## src/rtl/clkgen_prog_pkg.sv

```systemverilog
// ----------------------------------------------------------------------------
// clkgen_prog_pkg
// Shared definitions for the DCM_CLKGEN M/D serial programming responder.
// Holds the responder FSM state enum, the load frame length, the command-bit
// values carried in frame bit 1, and the field-to-value helper.
// ----------------------------------------------------------------------------
package clkgen_prog_pkg;

  // Responder FSM states.
  typedef enum logic [2:0] {
    ST_IDLE  = 3'd0,
    ST_SHIFT = 3'd1,
    ST_GAP   = 3'd2,
    ST_GOCHK = 3'd3,
    ST_BUSY  = 3'd4,
    ST_DRAIN = 3'd5
  } prog_state_e;

  // Load frame length in progen_i=1 cycles (start bit + target bit + 8 value bits).
  localparam int FRAME_LEN = 10;

  // Frame bit 1: which staging register the frame targets.
  localparam logic CMD_D = 1'b0;
  localparam logic CMD_M = 1'b1;

  // The frame carries value-1; widen before adding so 255 becomes 256.
  function automatic logic [8:0] field_to_value(input logic [7:0] field);
    return {1'b0, field} + 9'd1;
  endfunction

endpackage

```

## src/rtl/clkgen_prog_responder.sv

```systemverilog
// ----------------------------------------------------------------------------
// clkgen_prog_responder
// Responder end of the DCM_CLKGEN M/D serial programming port; behavioural
// stand-in where the clock primitive is absent.
//
// Optional feature macro: CLKGEN_RESP_CHECK_EN
//   defined   : err_o is a sticky flag for protocol errors and for an M frame
//               with field 0 (M=1), which is then not staged.
//   undefined : err_o is held at 0; malformed frames are still discarded and
//               an M field of 0 is staged as M=1.
//
// Ports
//   clk_usb       in   sole clock, also the programming clock
//   reset_n       in   asynchronous active-low reset
//   progen_i      in   program enable from the loader
//   progdata_i    in   serial program data, sampled while progen_i=1
//   progdone_o    out  1 = idle/complete, 0 = programming in progress
//   mult_o [8:0]  out  applied multiply value M (1-256)
//   div_o  [8:0]  out  applied divide value D (1-256)
//   load_count_o  out  completed GO sequences, wraps 255->0
//   err_o         out  sticky protocol/range error
// ----------------------------------------------------------------------------
module clkgen_prog_responder
  import clkgen_prog_pkg::*;
#(
  parameter int unsigned DONE_LATENCY = 16,
  parameter int unsigned MULT_RESET   = 2,
  parameter int unsigned DIV_RESET    = 2
) (
  input  logic       clk_usb,
  input  logic       reset_n,
  input  logic       progen_i,
  input  logic       progdata_i,
  output logic       progdone_o,
  output logic [8:0] mult_o,
  output logic [8:0] div_o,
  output logic [7:0] load_count_o,
  output logic       err_o
);

  // BUSY is entered with this count and exits on the edge it reaches 0,
  // so BUSY occupies exactly DONE_LATENCY cycles.
  localparam logic [7:0] BUSY_LAST = 8'(DONE_LATENCY - 1);
  localparam logic [7:0] BIT_LAST  = 8'(FRAME_LEN - 1);

  prog_state_e state_q, state_d;
  logic [7:0]  cnt_q, cnt_d;          // frame bit index in SHIFT, countdown in BUSY
  logic        target_q, target_d;
  logic [7:0]  field_q, field_d;
  logic [8:0]  stg_mult_q, stg_mult_d;
  logic [8:0]  stg_div_q, stg_div_d;
  logic        has_mult_q, has_mult_d;
  logic        has_div_q, has_div_d;
  logic [8:0]  mult_q, mult_d;
  logic [8:0]  div_q, div_d;
  logic [7:0]  load_count_q, load_count_d;
  logic        err_q, err_d;
  logic        progdone_q, progdone_d;
  logic        err_set;

  always_comb begin
    state_d      = state_q;
    cnt_d        = cnt_q;
    target_d     = target_q;
    field_d      = field_q;
    stg_mult_d   = stg_mult_q;
    stg_div_d    = stg_div_q;
    has_mult_d   = has_mult_q;
    has_div_d    = has_div_q;
    mult_d       = mult_q;
    div_d        = div_q;
    load_count_d = load_count_q;
    err_set      = 1'b0;

    unique case (state_q)
      ST_IDLE: begin
        if (progen_i) begin
          if (progdata_i) begin
            state_d = ST_SHIFT;
            cnt_d   = 8'd1;
          end else begin
            state_d = ST_GOCHK;
          end
        end
      end

      ST_SHIFT: begin
        if (progen_i) begin
          if (cnt_q == 8'd1) begin
            target_d = progdata_i;
          end else begin
            // Value bits arrive LSB first; after 8 right shifts the first
            // one sits in bit 0.
            field_d = {progdata_i, field_q[7:1]};
          end
          if (cnt_q == BIT_LAST) begin
            state_d = ST_GAP;
          end else begin
            cnt_d = cnt_q + 8'd1;
          end
        end else begin
          err_set = 1'b1;
          state_d = ST_IDLE;
        end
      end

      ST_GAP: begin
        // The frame is only committed once its closing progen_i=0 is seen;
        // an eleventh enabled cycle makes it malformed and it is dropped.
        if (progen_i) begin
          err_set = 1'b1;
          state_d = ST_DRAIN;
        end else begin
          state_d = ST_IDLE;
          if (target_q == CMD_M) begin
`ifdef CLKGEN_RESP_CHECK_EN
            if (field_q == 8'd0) begin
              err_set = 1'b1;
            end else begin
              stg_mult_d = field_to_value(field_q);
              has_mult_d = 1'b1;
            end
`else
            stg_mult_d = field_to_value(field_q);
            has_mult_d = 1'b1;
`endif
          end else begin
            stg_div_d = field_to_value(field_q);
            has_div_d = 1'b1;
          end
        end
      end

      ST_GOCHK: begin
        if (progen_i) begin
          err_set = 1'b1;
          state_d = ST_DRAIN;
        end else begin
          state_d = ST_BUSY;
          cnt_d   = BUSY_LAST;
        end
      end

      ST_BUSY: begin
        // progen_i here is ignored apart from the error flag.
        if (progen_i) err_set = 1'b1;
        if (cnt_q == 8'd0) begin
          state_d      = ST_IDLE;
          if (has_mult_q) mult_d = stg_mult_q;
          if (has_div_q)  div_d  = stg_div_q;
          has_mult_d   = 1'b0;
          has_div_d    = 1'b0;
          load_count_d = load_count_q + 8'd1;
        end else begin
          cnt_d = cnt_q - 8'd1;
        end
      end

      ST_DRAIN: begin
        if (!progen_i) state_d = ST_IDLE;
      end

      default: state_d = ST_IDLE;
    endcase

    progdone_d = !(state_d inside {ST_SHIFT, ST_GAP, ST_GOCHK, ST_BUSY});

`ifdef CLKGEN_RESP_CHECK_EN
    err_d = err_q | err_set;
`else
    // err_q leaves reset at 0 and this AND keeps it there; error events are
    // still decoded above so malformed traffic is discarded identically.
    err_d = err_q & err_set;
`endif
  end

  always_ff @(posedge clk_usb or negedge reset_n) begin
    if (!reset_n) begin
      state_q      <= ST_IDLE;
      cnt_q        <= 8'd0;
      target_q     <= CMD_D;
      field_q      <= 8'd0;
      stg_mult_q   <= 9'd0;
      stg_div_q    <= 9'd0;
      has_mult_q   <= 1'b0;
      has_div_q    <= 1'b0;
      mult_q       <= 9'(MULT_RESET);
      div_q        <= 9'(DIV_RESET);
      load_count_q <= 8'd0;
      err_q        <= 1'b0;
      progdone_q   <= 1'b1;
    end else begin
      state_q      <= state_d;
      cnt_q        <= cnt_d;
      target_q     <= target_d;
      field_q      <= field_d;
      stg_mult_q   <= stg_mult_d;
      stg_div_q    <= stg_div_d;
      has_mult_q   <= has_mult_d;
      has_div_q    <= has_div_d;
      mult_q       <= mult_d;
      div_q        <= div_d;
      load_count_q <= load_count_d;
      err_q        <= err_d;
      progdone_q   <= progdone_d;
    end
  end

  assign progdone_o   = progdone_q;
  assign mult_o       = mult_q;
  assign div_o        = div_q;
  assign load_count_o = load_count_q;
  assign err_o        = err_q;

endmodule
```

## config.mk

```make
export PLATFORM = sky130hd
export DESIGN_NAME = clkgen_prog_responder
export DESIGN_NICKNAME = d
export VERILOG_FILES = /design/src/rtl/clkgen_prog_pkg.sv /design/src/rtl/clkgen_prog_responder.sv
export SDC_FILE = /design/constraint.sdc
export NUM_CORES = 1
export LEC_CHECK = 0
export ABC_AREA = 1
export CAP_MARGIN = 20
export CORE_UTILIZATION = 45
export DETAILED_ROUTE_END_ITERATION = 10
export GPL_TIMING_DRIVEN = 0
export PLACE_DENSITY = 0.66
export SYNTH_ARGS = -nofsm -noshare
export SYNTH_HDL_FRONTEND = slang
export SYNTH_SLANG_ARGS = --single-unit
```

## constraint.sdc

```tcl
create_clock -name clk_usb -period 1.89 [get_ports clk_usb]
set_clock_uncertainty 0.1 [all_clocks]
set_input_delay 0.189 -clock clk_usb [delete_from_list [all_inputs] [get_ports clk_usb]]
set_output_delay 0.189 -clock clk_usb [all_outputs]
set_load 0.02 [all_outputs]
```

==> results.yml, run 1 <==
power_and_ir_drop:
  max-vdd-ir-drop_v: 0.000874
  leakage_nw: 2.06
  p_total_mw: 6.38
  power_density_nw_per_um2: 1540
layout:
  drive_gt1_share_pct: 13.2
  fillers: 677
  nets: 475
  seq_area_sq_um: 1710
  multi_input_area_sq_um: 1500
  antenna_cells: 0
  area_growth_pct: 18.7
timing:
  worst_pin_slew_ns: 0.840
  hold_violations: 0
  rsz0062_at_grt: "false"
  fin_crit_ns: 1.78
  fin_crit_sh_pct: 94.2
  finalSetupTns_ns: 0
  fin_ws_ns: 0.110
  slew-limit-headroom_pct: 44.0
  report.final.setup_viol: 0
  slew_viol_final: 0
  timing.fmax_mhz: 562
placed_design:
  gp_congestion: 0.841
  hpwl_um: 4930
  place_ws_ns: -0.163
  io_buffer_count: 30
die:
  die_x_um: 90.1
  die_h_um: 90.1
  std_cell_rows: 31
  core_area_sq_um: 7370
  initial_core_util_pct: 47.4
  dieArea_sq_um: 8120
  io-pin-count: 32
synth:
  ys.flop_type: "dfrtp_1"
  avgSynthCellArea_sq_um: 8.26
  synth_top_area_share_pct: 46.6
  synth-edff-count: 0
  ys_warn_count: 0
  synth_nets: 432
  synth_common_cells: "132 x nand2_1, 65 x dfrtp_1, 52 x inv_1"
  synthCells: 423
  ys_async_sr_fraction_pct: 100
  yosysUniqueCellTypes: 27
  seq_area_frac_synth_pct: 48.8
  synth_area_sq_um: 3490
  synth_most_common_cell: "nand2_1"
  yosys-top-cells-area: "dfrtp_1 47%, nand2_1 14%, inv_1 5.6%"
  ys_ff_latch: 68
  yosysTopAreaCell: "dfrtp_1"
clock_network:
  max-clock-path-buffers: 2
  h-tree-depth: 3
  tritoncts: "built"
  cts_root_buf: "clkbuf_8"
  cts_made_buffers: 9
  clkTransAtPathRegs_ns: 0.08
  clkLatencyLatePin_ns: 0.34
  cts_sinks: 68
drt:
  drc: 0
  wirelength_um: 6860
  dr.pass1.iters: 5
  met2_length_um: 3330
  wl_met1_um: 3270
  highest_layer: "met4"
  drtIter0Drc: 124
  via_per_inst: 4.91
  wl_met3_um: 182
  postRouteAntennaNets: 0
  wl_per_cell_um: 12.0
  vias: 2800
worst_setup_path:
  worstPathArrival_ns: 1.92
  worstSetupStartpointType: "register"
  crit_type: "register to register"
  cp_slowest_cell: "dfrtp_1"
  crit_path_max_fanout: 10
  crit_path_end_kind: "register"
  crit_chain: "inv_1 > ha_4 > nand2_4 > nor2_4 > nand2_4 > nor2_4 > buf_6 > nand2_1 > o21a_1"
  critical_path_required_ns: 2.03
  cpPeakStageDelay_ns: 0.43
global_route:
  grt_max_degree: 69
  grt_pass1_wl_um: 12200
  grt-ovfl-total: 0
  grt_usage_pct: 18.7
  grt_pass1_vias: 2716
  antenna_found_initial: 0
run:
  cap_violations: 0
hold_path:
  hp-class: "primary input to register"
outcome:
  outcome: "finished, final reports clean"
## worst paths after layout
check	start	to	slack (ns)	cells past startpoint
min reg2reg	load_count_o[7]	load_count_o[7]	0.37	1
min	progen_i	err_o	0.13	2
max reg2reg	cnt_q[1]	div_o[6]	0.11	9
min in group asynchronous	reset_n	load_count_o[3]	0.39	2
max	cnt_q[1]	div_o[6]	0.11	9
max in group asynchronous	reset_n	cnt_q[0]	0.69	2
## logic make-up after synthesis
logic type	after synthesis	share of synthesized area, %
AOI/OAI and AO/OA	59	10.2
adders and majority gates	5	1.79
buffers and inverters	66	8.56
and+or+nand+nor	215	28.1
DFF	68	48.8
xor gates and xnor gates	10	2.51
## metrics by stage
stage / util [%] / area (sq um) / hold WS [ns] / cells
3_3_place_gp: 53.2 / 3920 / 0.357 / 552
4_1_cts: 56.1 / 4140 / 0.110 / 570
6_report: 56.3 / 4150 / 0.133 / 570
5_1_grt: 56.3 / 4150 / 0.131 / 570
2_1_floorplan: - / 3490 / -0.207 / 423
3_5_place_dp: 53.1 / 3920 / 0.252 / 552
## state kept, by name, indices dropped and copies added (netlist names), 3 cells and up
register and count:
cnt_q 8, state_q 3, stg_mult_q 9, stg_div_q 9
field_q 8, load_count_o 8, div_o 9, mult_o 9
## metal layers
metal	vias to the layer above	GRT usage (%)
met4	0	7.53
met3	7	3.98
met1	1316	23.5
met5	-	0
li1	1436	-
met2	41	31.2
## power breakdown
group	internal, mW	leakage (nW)	switching [mW]
registers	1.98	0.876	0.366
logic	1.09	1.07	1.73
clock network	0.645	0.106	0.564
total	3.71	2.06	2.66
## cells in the final DEF, fill, tap and decap left out, drive strengths merged, types with 8 or more instances in the layout
cell type,netlist,layout
inv,55,56
nor2,30,30
dfrtp,65,65
clkdlybuf4s50,0,29
xor2,8,8
buf,11,13
nand2,137,137
o21ai,45,45
clkbuf,0,10
o21a,10,10
nand3,33,33
nand4,12,12
## critical path, delay by kind of cell (launching register included)
family	cells	cell delay [ns]
AOI/OAI and AO/OA	1	0.10
adders and majority gates	1	0.19
buffers and inverters	2	0.31
DFF	1	0.43
and+or+nand+nor	5	0.55
## repair_timing
item	in CTS	in global routing
buffers inserted	1	0
gates resized for setup	2	3
pin swaps	1	0
cloned	0	0
hold endpoints to repair	65	0
endpoints found under the setup margin	17	14
hold buffers	1	0
## cell type report
cell class / instances / share of cell area, %
sequential: 68 / 41.2
multi-input combinational: 289 / 36.2
tap: 99 / 2.99
clock buffer: 10 / 3.32
clock inverter: 6 / 1.51
timing repair buffer: 32 / 7.60
buffer: 11 / 2.23
inverter: 55 / 4.98
No activity file was read; power rests on OpenSTA's default activity.
==> inputs of run 2 (changes only) <==
==> constraint.sdc (replaced) <==
create_clock -name clk_usb -period 2.2 [get_ports clk_usb]
set_clock_uncertainty 0.1 [all_clocks]
set_input_delay 0.22 -clock clk_usb [delete_from_list [all_inputs] [get_ports clk_usb]]
set_output_delay 0.22 -clock clk_usb [all_outputs]
set_load 0.02 [all_outputs]
==> results.yml, run 2 (synthesis results as in run 1) <==
layout:
  final_cell_mix: "132 x nand2_1, 65 x dfrtp_1, 52 x inv_1"
  final_common_cell: "nand2_1"
  nets: 474
  fin_area_sq_um: 4130
  seq_area_sq_um: 1710
  fillers: 677
  antenna_cells: 0
  utilization_pct: 56.0
  multi_input_area_sq_um: 1490
  area_growth_pct: 18.1
  drive_gt1_share_pct: 12.3
worst_setup_path:
  worst_path_dominant_cell_family: "simple AND/OR/NAND/NOR gates"
  rr_endpoint: "cnt_q[1]"
  critical_path_required_ns: 2.33
  crit_type: "register to register"
  cp_slowest_cell: "dfrtp_1"
  crit_path_max_fanout: 10
  ff2ff_setup_slack_ns: 0.16
  r2r-start: "cnt_q[0]"
  cp_num_buf_inv: 1
  crit_path_end_kind: "register"
  worstPathArrival_ns: 2.17
  worstSetupStartpointType: "register"
  crit_chain: "inv_1 > ha_1 > nand2_4 > nor2_4 > nand2_4 > nand4_1 > nand2_1 > nand2_1"
  reg2reg_depth: 8
  cpPeakStageDelay_ns: 0.49
clock_network:
  tritoncts: "built"
  max-clock-path-buffers: 2
  cts_resized: 0
  cts_made_buffers: 9
  cts_sinks: 68
  clkLatencyLatePin_ns: 0.34
  cts_setup_buffers: 0
  holdBufCountCts: 1
  clkTransAtPathRegs_ns: 0.07
  cts_root_buf: "clkbuf_8"
  h-tree-depth: 3
drt:
  highest_layer: "met4"
  wl_per_cell_um: 12.0
  met2_length_um: 3260
  dr.pass1.iters: 4
  wirelength_um: 6860
  via_per_inst: 4.91
  vias: 2794
  wl_met3_um: 179
  drtIter0Drc: 119
  postRouteAntennaNets: 0
  drc: 0
  wl_met1_um: 3330
global_route:
  grt_pass1_vias: 2724
  grt_pass1_wl_um: 12200
  grt_max_degree: 69
  grt-ovfl-total: 0
  antenna_found_initial: 0
  grt_usage_pct: 18.7
timing:
  slew-limit-headroom_pct: 43.3
  fin_ws_ns: 0.160
  rsz0062_at_grt: "false"
  report.final.setup_viol: 0
  finalSetupTns_ns: 0
  timing.fmax_mhz: 490
  fin_crit_sh_pct: 92.7
  worst_pin_slew_ns: 0.850
  hold_violations: 0
  fin_crit_ns: 2.04
  slew_viol_final: 0
die:
  initial_core_util_pct: 47.4
  io-pin-count: 32
  core_area_sq_um: 7370
  std_cell_rows: 31
  die_h_um: 90.1
  die_x_um: 90.1
  dieArea_sq_um: 8120
run:
  cap_violations: 0
hold_path:
  hold_start: "progen_i"
  min_path_cells: 2
  hp-class: "primary input to register"
  whs_endpoint: "err_o"
outcome:
  outcome: "finished, final reports clean"
placed_design:
  hpwl_um: 4930
  io_buffer_count: 30
  place_area_sq_um: 3920
  place_ws_ns: 0.147
  gp_congestion: 0.841
power_and_ir_drop:
  leakage_nw: 2.05
  max-vdd-ir-drop_v: 0.000740
  power_density_nw_per_um2: 1320
## run 2: power by group
part | internal [mW] | leakage, nW | total [mW] | switching [mW]
Sequential | 1.70 | 0.877 | 2.01 | 0.314
Combinational | 0.897 | 1.07 | 2.38 | 1.48
Clock | 0.555 | 0.106 | 1.04 | 0.488
## run 2: area by class of cell
cell class | instances | share of cell area, %
plain buffers | 11 | 2.24
clock buffers | 10 | 3.34
clock inverters | 6 | 1.52
inverters | 55 | 5.00
multi-input cells | 289 | 36.1
flip-flops and latches | 68 | 41.3
well taps | 99 | 3.00
repair buffers | 31 | 7.46
## run 2: metal layers
metal,vias to the layer above,global-route usage [%]
li1,1432,-
met2,44,31.2
met3,7,3.98
met5,-,0
met4,0,7.53
met1,1311,23.5
## run 2: worst max-delay path by stage
stage / endpoint / start / cells past startpoint
2_1_floorplan: div_o[6] / cnt_q[0] / 9
3_3_place_gp: cnt_q[0] / reset_n / 1
3_5_place_dp: cnt_q[1] / cnt_q[0] / 8
4_1_cts: cnt_q[1] / cnt_q[0] / 8
5_1_grt: cnt_q[0] / cnt_q[0] / 8
6_report: cnt_q[1] / cnt_q[0] / 8
## run 2: stage by stage
step,cells,hold slack [ns],total power [mW]
2_1_floorplan,423,-0.176,3.70
3_3_place_gp,552,0.357,4.37
3_5_place_dp,552,0.283,4.42
4_1_cts,569,0.141,5.48
5_1_grt,569,0.162,5.87
6_report,569,0.163,5.43
